### config.mk
export PLATFORM = sky130hd
export DESIGN_NAME = multicycle_ctrl_fsm_flat
export DESIGN_NICKNAME = d
export VERILOG_FILES = /design/src/rtl/multicycle_ctrl_fsm_pkg.sv /design/src/rtl/multicycle_ctrl_fsm_if.sv /design/src/rtl/multicycle_ctrl_fsm_out_dec.sv /design/src/rtl/multicycle_ctrl_fsm.sv /design/src/flat_wrapper.sv
export SDC_FILE = /design/constraint.sdc
export NUM_CORES = 1
export LEC_CHECK = 0
export ABC_AREA = 1
export CAP_MARGIN = 30
export CELL_PAD_IN_SITES_DETAIL_PLACEMENT = 0
export CELL_PAD_IN_SITES_GLOBAL_PLACEMENT = 2
export CORE_MARGIN = 3
export CORE_UTILIZATION = 17
export CTS_BUF_LIST = sky130_fd_sc_hd__clkbuf_16
export DETAILED_ROUTE_END_ITERATION = 10
export MAX_ROUTING_LAYER = met4
export PLACE_DENSITY = 0.87
export SETUP_SLACK_MARGIN = 0.5
export SKIP_CTS_REPAIR_TIMING = 1
export SYNTH_ARGS = -nofsm -noshare
export SYNTH_HDL_FRONTEND = slang
export SYNTH_SLANG_ARGS = --single-unit
export TNS_END_PERCENT = 20
### constraint.sdc
create_clock -name clk -period 1.3 [get_ports clk]
set_input_delay 0.195 -clock clk [delete_from_list [all_inputs] [get_ports clk]]
set_output_delay 0.195 -clock clk [all_outputs]
set_load 0.05 [all_outputs]
### src/rtl/multicycle_ctrl_fsm_pkg.sv
`default_nettype none
// ============================================================================
// Package     : mc_ctrl_pkg
// Description : Shared types and constants for the RV32I multicycle control
//               unit: state encodings, opcode constants, datapath select
//               encodings, the packed control word and an opcode classifier.
// Ports       : none (package)
// Revision    : 1.0 - initial release
// ============================================================================
package mc_ctrl_pkg;

  // State encodings. These values are visible on the debug state output, so
  // they are fixed and must not be renumbered.
  typedef enum logic [3:0] {
    ST_FETCH     = 4'd0,
    ST_DECODE    = 4'd1,
    ST_MEM_ADDR  = 4'd2,
    ST_MEM_READ  = 4'd3,
    ST_MEM_WB    = 4'd4,
    ST_MEM_WRITE = 4'd5,
    ST_EXEC_R    = 4'd6,
    ST_ALU_WB    = 4'd7,
    ST_BRANCH    = 4'd8,
    ST_JAL       = 4'd9,
    ST_EXEC_I    = 4'd10,
    ST_TRAP      = 4'd11
  } state_e;

  // RV32I major opcodes handled by this controller.
  localparam logic [6:0] OP_LOAD   = 7'b0000011;
  localparam logic [6:0] OP_STORE  = 7'b0100011;
  localparam logic [6:0] OP_RTYPE  = 7'b0110011;
  localparam logic [6:0] OP_ITYPE  = 7'b0010011;
  localparam logic [6:0] OP_BRANCH = 7'b1100011;
  localparam logic [6:0] OP_JAL    = 7'b1101111;

  // Register write-back source.
  localparam logic [1:0] WB_ALUOUT = 2'b00;
  localparam logic [1:0] WB_MDR    = 2'b01;
  localparam logic [1:0] WB_PC     = 2'b10;

  // PC input source.
  localparam logic [1:0] PCS_ALU    = 2'b00;
  localparam logic [1:0] PCS_ALUOUT = 2'b01;

  // ALU operation class.
  localparam logic [1:0] ALU_ADD   = 2'b00;
  localparam logic [1:0] ALU_BR    = 2'b01;
  localparam logic [1:0] ALU_RTYPE = 2'b10;
  localparam logic [1:0] ALU_ITYPE = 2'b11;

  // ALU operand B source.
  localparam logic [1:0] SRCB_RS2  = 2'b00;
  localparam logic [1:0] SRCB_FOUR = 2'b01;
  localparam logic [1:0] SRCB_IMM  = 2'b10;
  localparam logic [1:0] SRCB_BIMM = 2'b11;

  // Complete set of datapath controls produced for one state.
  typedef struct packed {
    logic       pc_write;
    logic       pc_write_cond;
    logic       iord;
    logic       mem_read;
    logic       mem_write;
    logic       ir_write;
    logic [1:0] wb_sel;
    logic [1:0] pc_source;
    logic [1:0] alu_op;
    logic       alu_src_a;
    logic [1:0] alu_src_b;
    logic       reg_write;
    logic       illegal_instr;
  } ctrl_t;

  localparam ctrl_t CTRL_IDLE = '0;

  // Maps an opcode seen in DECODE to the first execution state.
  function automatic state_e decode_opcode(input logic [6:0] op);
    state_e nxt;
    case (op)
      OP_LOAD,
      OP_STORE:  nxt = ST_MEM_ADDR;
      OP_RTYPE:  nxt = ST_EXEC_R;
      OP_ITYPE:  nxt = ST_EXEC_I;
      OP_BRANCH: nxt = ST_BRANCH;
      OP_JAL:    nxt = ST_JAL;
      default:   nxt = ST_TRAP;
    endcase
    return nxt;
  endfunction

endpackage
`default_nettype wire

### src/rtl/multicycle_ctrl_fsm_if.sv
`default_nettype none
// ============================================================================
// Interface   : multicycle_ctrl_fsm_if
// Description : Bundle between the multicycle controller and the datapath.
// Ports       : opcode, mem_ready           - datapath/memory -> controller
//               pc_write .. illegal_instr  - controller -> datapath
//               state                      - controller debug output
//               modport master = controller side, slave = datapath side
// Revision    : 1.0 - initial release
// ============================================================================
interface multicycle_ctrl_fsm_if #(
  parameter int OPCODE_W = 7,
  parameter int STATE_W  = 4
);

  logic [OPCODE_W-1:0] opcode;
  logic                mem_ready;
  logic                pc_write;
  logic                pc_write_cond;
  logic                iord;
  logic                mem_read;
  logic                mem_write;
  logic                ir_write;
  logic [1:0]          wb_sel;
  logic [1:0]          pc_source;
  logic [1:0]          alu_op;
  logic                alu_src_a;
  logic [1:0]          alu_src_b;
  logic                reg_write;
  logic                illegal_instr;
  logic [STATE_W-1:0]  state;

  modport master (
    input  opcode, mem_ready,
    output pc_write, pc_write_cond, iord, mem_read, mem_write, ir_write,
           wb_sel, pc_source, alu_op, alu_src_a, alu_src_b, reg_write,
           illegal_instr, state
  );

  modport slave (
    output opcode, mem_ready,
    input  pc_write, pc_write_cond, iord, mem_read, mem_write, ir_write,
           wb_sel, pc_source, alu_op, alu_src_a, alu_src_b, reg_write,
           illegal_instr, state
  );

endinterface
`default_nettype wire

### src/rtl/multicycle_ctrl_fsm_out_dec.sv
`default_nettype none
// ============================================================================
// Module      : mc_ctrl_out_dec
// Description : Purely combinational state -> control-word decoder for the
//               multicycle controller. Produces the ungated Moore outputs;
//               reset forcing and mem_ready gating are applied by the caller.
// Ports       : state (in, STATE_W) - current state register
//               ctrl  (out, ctrl_t) - decoded control word
// Revision    : 1.0 - initial release
// ============================================================================
module mc_ctrl_out_dec
  import mc_ctrl_pkg::*;
#(
  parameter int STATE_W = 4
) (
  input  logic [STATE_W-1:0] state,
  output ctrl_t              ctrl
);

  logic [3:0] w_st_lo;
  logic       w_st_legal;

  assign w_st_lo = state[3:0];

  // Any set bit above the 4-bit encoding space marks an unused encoding.
  generate
    if (STATE_W > 4) begin : g_hi_bits
      assign w_st_legal = ~|state[STATE_W-1:4];
    end else begin : g_no_hi_bits
      assign w_st_legal = 1'b1;
    end
  endgenerate

  always_comb begin
    ctrl = CTRL_IDLE;
    if (w_st_legal) begin
      case (w_st_lo)
        ST_FETCH: begin
          ctrl.mem_read  = 1'b1;
          ctrl.alu_src_b = SRCB_FOUR;
          ctrl.alu_op    = ALU_ADD;
          ctrl.pc_source = PCS_ALU;
          // Qualified by mem_ready in the top.
          ctrl.ir_write  = 1'b1;
          ctrl.pc_write  = 1'b1;
        end
        ST_DECODE: begin
          ctrl.alu_src_b = SRCB_BIMM;
        end
        ST_MEM_ADDR: begin
          ctrl.alu_src_a = 1'b1;
          ctrl.alu_src_b = SRCB_IMM;
        end
        ST_MEM_READ: begin
          ctrl.mem_read = 1'b1;
          ctrl.iord     = 1'b1;
        end
        ST_MEM_WB: begin
          ctrl.reg_write = 1'b1;
          ctrl.wb_sel    = WB_MDR;
        end
        ST_MEM_WRITE: begin
          ctrl.mem_write = 1'b1;
          ctrl.iord      = 1'b1;
        end
        ST_EXEC_R: begin
          ctrl.alu_src_a = 1'b1;
          ctrl.alu_src_b = SRCB_RS2;
          ctrl.alu_op    = ALU_RTYPE;
        end
        ST_ALU_WB: begin
          ctrl.reg_write = 1'b1;
          ctrl.wb_sel    = WB_ALUOUT;
        end
        ST_BRANCH: begin
          ctrl.alu_src_a     = 1'b1;
          ctrl.alu_src_b     = SRCB_RS2;
          ctrl.alu_op        = ALU_BR;
          ctrl.pc_write_cond = 1'b1;
          ctrl.pc_source     = PCS_ALUOUT;
        end
        ST_JAL: begin
          // PC was already advanced to PC+4 in FETCH, so it is the link value.
          ctrl.pc_write  = 1'b1;
          ctrl.pc_source = PCS_ALUOUT;
          ctrl.reg_write = 1'b1;
          ctrl.wb_sel    = WB_PC;
        end
        ST_EXEC_I: begin
          ctrl.alu_src_a = 1'b1;
          ctrl.alu_src_b = SRCB_IMM;
          ctrl.alu_op    = ALU_ITYPE;
        end
        ST_TRAP: begin
          ctrl.illegal_instr = 1'b1;
        end
        default: begin
          ctrl = CTRL_IDLE;
        end
      endcase
    end
  end

endmodule
`default_nettype wire

### src/rtl/multicycle_ctrl_fsm.sv
`default_nettype none
// ============================================================================
// Module      : multicycle_ctrl_fsm
// Description : Registered Moore control FSM for the RV32I multicycle
//               datapath. Owns the state register, next-state logic and the
//               reset / mem_ready output gating; the per-state control word
//               comes from mc_ctrl_out_dec.
// Ports       : clk  (in)  - clock, rising edge
//               rst  (in)  - synchronous active-high reset
//               bus  (multicycle_ctrl_fsm_if.master) - opcode, mem_ready in;
//                     datapath enables/selects, illegal_instr, state out
// Config      : MC_CTRL_WAIT_EN - when defined, FETCH / MEM_READ / MEM_WRITE
//               wait for mem_ready; otherwise mem_ready is ignored and each
//               memory state lasts one cycle.
// Revision    : 1.0 - initial release
// ============================================================================
module multicycle_ctrl_fsm
  import mc_ctrl_pkg::*;
#(
  parameter int OPCODE_W = 7,
  parameter int STATE_W  = 4   // must be >= 4
) (
  input  logic                        clk,
  input  logic                        rst,
  multicycle_ctrl_fsm_if.master       bus
);

  localparam logic [STATE_W-1:0] S_FETCH     = STATE_W'(ST_FETCH);
  localparam logic [STATE_W-1:0] S_DECODE    = STATE_W'(ST_DECODE);
  localparam logic [STATE_W-1:0] S_MEM_ADDR  = STATE_W'(ST_MEM_ADDR);
  localparam logic [STATE_W-1:0] S_MEM_READ  = STATE_W'(ST_MEM_READ);
  localparam logic [STATE_W-1:0] S_MEM_WB    = STATE_W'(ST_MEM_WB);
  localparam logic [STATE_W-1:0] S_MEM_WRITE = STATE_W'(ST_MEM_WRITE);
  localparam logic [STATE_W-1:0] S_EXEC_R    = STATE_W'(ST_EXEC_R);
  localparam logic [STATE_W-1:0] S_ALU_WB    = STATE_W'(ST_ALU_WB);
  localparam logic [STATE_W-1:0] S_EXEC_I    = STATE_W'(ST_EXEC_I);
  localparam logic [STATE_W-1:0] S_TRAP      = STATE_W'(ST_TRAP);

  logic [STATE_W-1:0] r_state;
  logic [STATE_W-1:0] w_state_next;
  logic [3:0]         w_st_lo;
  logic               w_st_legal;
  logic               w_in_fetch;
  logic               w_ready;
  logic [6:0]         w_opcode7;
  ctrl_t              w_ctrl_dec;
  ctrl_t              w_ctrl_out;

  assign w_opcode7 = 7'(bus.opcode);
  assign w_st_lo   = r_state[3:0];

  generate
    if (STATE_W > 4) begin : g_hi_bits
      assign w_st_legal = ~|r_state[STATE_W-1:4];
    end else begin : g_no_hi_bits
      assign w_st_legal = 1'b1;
    end
  endgenerate

  assign w_in_fetch = w_st_legal && (w_st_lo == ST_FETCH);

`ifdef MC_CTRL_WAIT_EN
  assign w_ready = bus.mem_ready;
`else
  // Without the handshake every memory access completes in one cycle.
  logic unused_mem_ready;
  assign unused_mem_ready = bus.mem_ready;
  assign w_ready          = 1'b1;
`endif

  // --------------------------------------------------------------------------
  // Next-state logic. mem_ready only matters in the three memory states.
  // --------------------------------------------------------------------------
  always_comb begin
    w_state_next = S_TRAP;
    if (w_st_legal) begin
      case (w_st_lo)
        ST_FETCH:     w_state_next = w_ready ? S_DECODE : S_FETCH;
        ST_DECODE:    w_state_next = STATE_W'(decode_opcode(w_opcode7));
        // Only loads and stores reach MEM_ADDR, and the opcode is stable.
        ST_MEM_ADDR:  w_state_next = (w_opcode7 == OP_LOAD) ? S_MEM_READ
                                                            : S_MEM_WRITE;
        ST_MEM_READ:  w_state_next = w_ready ? S_MEM_WB : S_MEM_READ;
        ST_MEM_WB:    w_state_next = S_FETCH;
        ST_MEM_WRITE: w_state_next = w_ready ? S_FETCH : S_MEM_WRITE;
        ST_EXEC_R:    w_state_next = S_ALU_WB;
        ST_ALU_WB:    w_state_next = S_FETCH;
        ST_BRANCH:    w_state_next = S_FETCH;
        ST_JAL:       w_state_next = S_FETCH;
        ST_EXEC_I:    w_state_next = S_ALU_WB;
        ST_TRAP:      w_state_next = S_TRAP;
        default:      w_state_next = S_TRAP;
      endcase
    end
  end

  always_ff @(posedge clk) begin
    if (rst) begin
      r_state <= S_FETCH;
    end else begin
      r_state <= w_state_next;
    end
  end

  // --------------------------------------------------------------------------
  // Output decode and gating.
  // --------------------------------------------------------------------------
  mc_ctrl_out_dec #(
    .STATE_W (STATE_W)
  ) u_out_dec (
    .state (r_state),
    .ctrl  (w_ctrl_dec)
  );

  always_comb begin
    w_ctrl_out = w_ctrl_dec;
    // IR/PC must not latch until the instruction word is actually on the bus.
    if (w_in_fetch && !w_ready) begin
      w_ctrl_out.ir_write = 1'b0;
      w_ctrl_out.pc_write = 1'b0;
    end
    // Reset aborts the current instruction without any side effect.
    if (rst) begin
      w_ctrl_out = CTRL_IDLE;
    end
  end

  assign bus.pc_write      = w_ctrl_out.pc_write;
  assign bus.pc_write_cond = w_ctrl_out.pc_write_cond;
  assign bus.iord          = w_ctrl_out.iord;
  assign bus.mem_read      = w_ctrl_out.mem_read;
  assign bus.mem_write     = w_ctrl_out.mem_write;
  assign bus.ir_write      = w_ctrl_out.ir_write;
  assign bus.wb_sel        = w_ctrl_out.wb_sel;
  assign bus.pc_source     = w_ctrl_out.pc_source;
  assign bus.alu_op        = w_ctrl_out.alu_op;
  assign bus.alu_src_a     = w_ctrl_out.alu_src_a;
  assign bus.alu_src_b     = w_ctrl_out.alu_src_b;
  assign bus.reg_write     = w_ctrl_out.reg_write;
  assign bus.illegal_instr = w_ctrl_out.illegal_instr;
  assign bus.state         = rst ? '0 : r_state;

endmodule
`default_nettype wire

### src/flat_wrapper.sv
// flat-port wrapper written by rule: the top's interface ports become plain ports
module multicycle_ctrl_fsm_flat import mc_ctrl_pkg::*;
#(
  parameter int OPCODE_W = 7,
  parameter int STATE_W  = 4                  
)
  (clk, rst, bus_opcode, bus_mem_ready, bus_pc_write, bus_pc_write_cond, bus_iord, bus_mem_read, bus_mem_write, bus_ir_write, bus_wb_sel, bus_pc_source, bus_alu_op, bus_alu_src_a, bus_alu_src_b, bus_reg_write, bus_illegal_instr, bus_state);
  multicycle_ctrl_fsm_if #(.OPCODE_W(OPCODE_W), .STATE_W(STATE_W)) bus_i ();
  input  logic clk;
  input  logic rst;
  input wire logic [$bits(bus_i.opcode)-1:0] bus_opcode;
  input wire logic [$bits(bus_i.mem_ready)-1:0] bus_mem_ready;
  output wire logic [$bits(bus_i.pc_write)-1:0] bus_pc_write;
  output wire logic [$bits(bus_i.pc_write_cond)-1:0] bus_pc_write_cond;
  output wire logic [$bits(bus_i.iord)-1:0] bus_iord;
  output wire logic [$bits(bus_i.mem_read)-1:0] bus_mem_read;
  output wire logic [$bits(bus_i.mem_write)-1:0] bus_mem_write;
  output wire logic [$bits(bus_i.ir_write)-1:0] bus_ir_write;
  output wire logic [$bits(bus_i.wb_sel)-1:0] bus_wb_sel;
  output wire logic [$bits(bus_i.pc_source)-1:0] bus_pc_source;
  output wire logic [$bits(bus_i.alu_op)-1:0] bus_alu_op;
  output wire logic [$bits(bus_i.alu_src_a)-1:0] bus_alu_src_a;
  output wire logic [$bits(bus_i.alu_src_b)-1:0] bus_alu_src_b;
  output wire logic [$bits(bus_i.reg_write)-1:0] bus_reg_write;
  output wire logic [$bits(bus_i.illegal_instr)-1:0] bus_illegal_instr;
  output wire logic [$bits(bus_i.state)-1:0] bus_state;
  assign bus_i.opcode = bus_opcode;
  assign bus_i.mem_ready = bus_mem_ready;
  assign bus_pc_write = bus_i.pc_write;
  assign bus_pc_write_cond = bus_i.pc_write_cond;
  assign bus_iord = bus_i.iord;
  assign bus_mem_read = bus_i.mem_read;
  assign bus_mem_write = bus_i.mem_write;
  assign bus_ir_write = bus_i.ir_write;
  assign bus_wb_sel = bus_i.wb_sel;
  assign bus_pc_source = bus_i.pc_source;
  assign bus_alu_op = bus_i.alu_op;
  assign bus_alu_src_a = bus_i.alu_src_a;
  assign bus_alu_src_b = bus_i.alu_src_b;
  assign bus_reg_write = bus_i.reg_write;
  assign bus_illegal_instr = bus_i.illegal_instr;
  assign bus_state = bus_i.state;
  multicycle_ctrl_fsm #(.OPCODE_W(OPCODE_W), .STATE_W(STATE_W)) u_core (.clk(clk), .rst(rst), .bus(bus_i));
endmodule
======== Word-level counts from Yosys, hierarchy flattened ========
Cells that the tools add are included.
word-level totals
  logic and storage cells ................. 47
  bits in registers ....................... 4
operators by class
  mux-type cells .......................... 18
  eq/ne operators ......................... 17
  reduce and logical (&&, ||, !) cells .... 11
operators with widths
  cell                                                                   count
  4-bit one-hot mux with 6 select lines                                  1
  4-bit one-hot mux with 5 select lines                                  1
  17-bit two-way mux                                                     1
  4-bit by 3-bit equality test with 1-bit output, second input constant  4
  4-bit equality test, second input constant                             4
  7-bit by 6-bit equality test with 1-bit output, second input constant  2
  7-bit equality test, second input constant                             2
  2-bit OR reduction                                                     7
  2-bit one-hot mux with 3 select lines                                  2
  1-bit two-way mux                                                      10
  4-bit by 2-bit equality test with 1-bit output, second input constant  2
  7-bit by 2-bit equality test with 1-bit output, second input constant  1
  7-bit by 5-bit equality test with 1-bit output, second input constant  1
  5-bit OR reduction                                                     1
  4-bit by 1-bit equality test with 1-bit output, second input constant  1
  4-bit zero test                                                        1
  4-bit two-way mux                                                      1
  2-bit one-hot mux with 2 select lines                                  1
  4-bit OR reduction                                                     1
  3-bit two-way mux                                                      1
  3-bit OR reduction                                                     1

======== Longest topological paths before layout ========
  word-level depth ........................ 4
  gate-level depth with buffers ........... 10

======== Cells and area by module ========
A second synthesis with hierarchy kept.
unflattened totals
  cell total of the unflattened synthesis .. 140
  area, all modules ....................... 655.6 µm²
by module, submodules not included
  module               cells each  times used  area each (µm²)
  multicycle_ctrl_fsm  100         1           485.5
  mc_ctrl_out_dec      40          1           170.2

======== Worst setup path before layout ========
OpenSTA, ideal clock, no wires.
  path type ............................... register to output
  from .................................... register u_core.r_state[3]
  to ...................................... output port bus_pc_write_cond
  stages on the path, launching flop included .. 5
  buffers on the path ..................... 0
  data arrival time ....................... 1.988 ns
  path slack .............................. -0.883 ns
  cell sequence ........................... dfxtp_1 > inv_2 > nor2_4 > nand2_2 > nor3_1
between the ends
  cells in the longest elaborated chain, start to end .. 3
RTL lines
  what                      line                               text
  start: declaration        multicycle_ctrl_fsm.sv:39          logic [STATE_W-1:0] r_state;
  start signal: assignment  multicycle_ctrl_fsm.sv:101         r_state <= w_state_next;
  4-bit equality test       multicycle_ctrl_fsm_out_dec.sv:37  case (w_st_lo)
  1-bit two-way mux         multicycle_ctrl_fsm_out_dec.sv:37
  17-bit two-way mux        multicycle_ctrl_fsm.sv:123         if (rst) begin
  end: declaration          flat_wrapper.sv:14                 output wire logic [$bits(bus_i.pc_write_cond)-1:0] bus_pc_write_cond;
No other way between the ends.

======== Worst setup path in the final report ========
  from .................................... register u_core.r_state[1]
  to ...................................... output port bus_mem_read
between the ends
  cells in the longest elaborated chain, start to end .. 4
RTL lines
  what                                                                               line                               text
  4-bit by 2-bit equality test with 1-bit output or 4-bit zero test (tied branches)  multicycle_ctrl_fsm_out_dec.sv:37
  2-bit OR reduction (no line) (*)                                                   -
  1-bit two-way mux (*)                                                              multicycle_ctrl_fsm_out_dec.sv:37
  17-bit two-way mux (*)                                                             multicycle_ctrl_fsm.sv:123
  end: declaration                                                                   flat_wrapper.sv:16                 output wire logic [$bits(bus_i.mem_read)-1:0] bus_mem_read;
Mark *: on every way between the ends. The rest lies on a longest branch, timed or not.

==> out/results.txt <==
status: complete, but fails checks
failing checks: negative setup slack
num ports: 31
clock root cell: clkbuf_16
Reg-to-Reg End: u_core.r_state[2]
die area: 3990 um^2
H-tree depth: 1
crit-path cells: nand2_2, inv_1, nand2_2, a21oi_2, buf_12
Sequential Power Share: 10.5%
post-synthesis register bit count: 4
Worst Skew: 0.000747 ns
Pleak: 0.673 nW
Detail Placement HPWL: 1590 um
Worst setup EP type: primary output
nets: 162
die height: 63.2 um
reg2reg start: u_core.r_state[2]
crit-path max FO: 8
Antenna Cells: 0
CTS Sinks: 4
sequential element share of the synthesized area: 14.4%
worst hold path class: input pin to flip-flop
top_reg_cell synth: dfxtp_1
most used cell, CP: nand2_2
Worst Hold Path EP: u_core.r_state[0]
WHS Path Cells: 6
clock share of power: 15.9%
PortBufs: 28
initial antenna violation count: 0
post-DR vias/cell: 3.92
gp weighted congestion: 0.810
FF-to-FF path depth: 8
Initial Util: 18.0%
Yosys top cell area share: 14.4%
Async SR Flop Fraction: 0%
WL/cell: 10.1 um
DP Area: 1280 um^2
drt total wl: 1960 um
Switching Share: 46.7%
Synth Warn #: 0
design area: 1440 um^2
P per Cell Area: 2200 nW/um^2
PnR Total Power: 3.16 mW
Final Core Density: 46.7%
worst skew pair latency: 0.23 ns
final hold vios: 0
post-synthesis cell count: 99
remaining global-route overflow: 0
Mapped Area: 556 um^2
flop2flop setup slack: 0.09 ns
Longest Clk Path Bufs: 2
Synth top cells by count: nor2_1, nand2_1, inv_1
Yosys top cell by area: dfxtp_1
via count: 764
unrepaired setup endpoints after global routing: true
most instantiated library cell after synthesis: nor2_1
critical path's slowest cell: dfxtp_4
Setup TNS: -1.89 ns
clk slew on worst S/H paths: 0.03 ns
kind of critical path: flip-flop to primary output
drt first-iter violations: 9
critical path arrival: 1.27 ns
max reg flops: 4
Area contributors post-synth: dfxtp_1, nor2_1, nand2_1, nand2_2, nor2_4
vias in the first global route: 757
Crit path required time: 1.11 ns
f_max: 0.683 GHz
Setup Viol. Count Final: 16
Tmin final: 1.46 ns
largest register by flop count: u_core.r_state
GRT Total Usage: 10.5%
Die W: 63.2 um
first-pass GRT wire length: 3280 um
share of layout cells above drive strength 1: 62.3%
syn_nets: 109
Worst Hold Slack: 0.507 ns
CTS tree: yes
HP Start: bus_opcode[1]
Slew Viols, Final: 0
Rows: 20
period utilization: 113%
Core ar.: 3080 um^2
drt pass-1 iters: 3
Max-Cap Viols: 0
Comb pwr share: 73.6%
Synth-to-Final Area Change: 159%
synth unique cells: 21
crit-path max cell delay: 0.41 ns
# DRC: 0
Regs by FF count: u_core.r_state x4
Synth Area per Inst: 5.61 um^2
CTS buffer count: 3
Max VDD drop: 0.882 mV
Final WS setup: -0.164 ns
number of synthesized flops with an enable pin: 0
startpoint types: flip-flop
largest net degree at the start of global routing: 13
Pint: 1.69 mW
switching power total: 1.48 mW
Routed Antenna Nets: 0
-- placed cells by master (no fill, tap or decap), types with 2 or more instances in the layout --
cell type,netlist,layout
dlymetal6s2s_1,0,2
inv_4,1,3
nor3_2,0,2
nor2_4,3,5
nand3b_1,2,2
clkbuf_16,0,3
nand2_4,2,3
buf_12,0,20
buf_4,1,25
nand2_1,19,16
nor2_1,21,12
nand2_2,6,8
dfxtp_4,0,3
a21oi_1,6,3
inv_2,6,5
inv_1,8,8
nand3_1,5,5
a21oi_2,0,2
clkdlybuf4s50_1,0,6
nor2_2,3,10
-- area by class of cell --
cell class,instances,area [um^2]
Fill cell,314,1640
Timing Repair Buffer,53,673
Multi-Input combinational cell,75,475
Sequential cell,4,92.6
Clock buffer,3,75.1
Inverter,15,63.8
Tap cell,44,55.1
Clock inverter,1,3.75
-- metal layers --
layer  share of wire [%]  track usage [%]
met5                   0                -
met4                 1.5             4.96
met3                 3.9             1.07
met2                  53             18.4
met1                  41             11.8
-- power by group through the flow --
stage	Combinational (mW)	Clock, mW	Sequential (mW)
2_1_floorplan	1.27	0	0.219
3_3_place_gp	2.21	0	0.301
3_5_place_dp	2.23	0	0.303
4_1_cts	2.24	0.504	0.301
5_1_grt	2.45	0.512	0.343
6_report	2.33	0.501	0.333
-- through the flow --
step	cells	setup WS (ns)
2_1_floorplan	99	-0.411
5_1_grt	195	-0.228
6_report	195	-0.164
3_5_place_dp	190	-0.303
4_1_cts	194	-0.421
3_3_place_gp	190	-0.282
-- worst max-delay path by stage --
stage,from,slack [ns],endpoint
4_1_cts,u_core.r_state[1],-0.42,bus_iord
6_report,u_core.r_state[1],-0.16,bus_mem_read
5_1_grt,u_core.r_state[1],-0.23,bus_mem_read
3_3_place_gp,rst,-0.28,bus_reg_write
2_1_floorplan,u_core.r_state[3],-0.41,bus_reg_write
3_5_place_dp,rst,-0.30,bus_reg_write
-- critical path: cells and delay by family, from the launching register on --
kind | cells | cell delay, ns
and+or+nand+nor | 2 | 0.16
buffers and inverters | 2 | 0.24
DFF | 1 | 0.41
AOI/OAI and AO/OA | 1 | 0.22
-- cell families (layout without fill, tap and decap cells) --
family	after synthesis	in the layout	synth area share (%)
AND/OR/NAND/NOR	65	65	58.1
buffers and inverters	20	72	17.8
AO/OA/AOI/OAI	9	9	9.01
flip-flops	4	4	14.4
other	1	1	0.675
No activity file was read; power rests on OpenSTA's default activity.
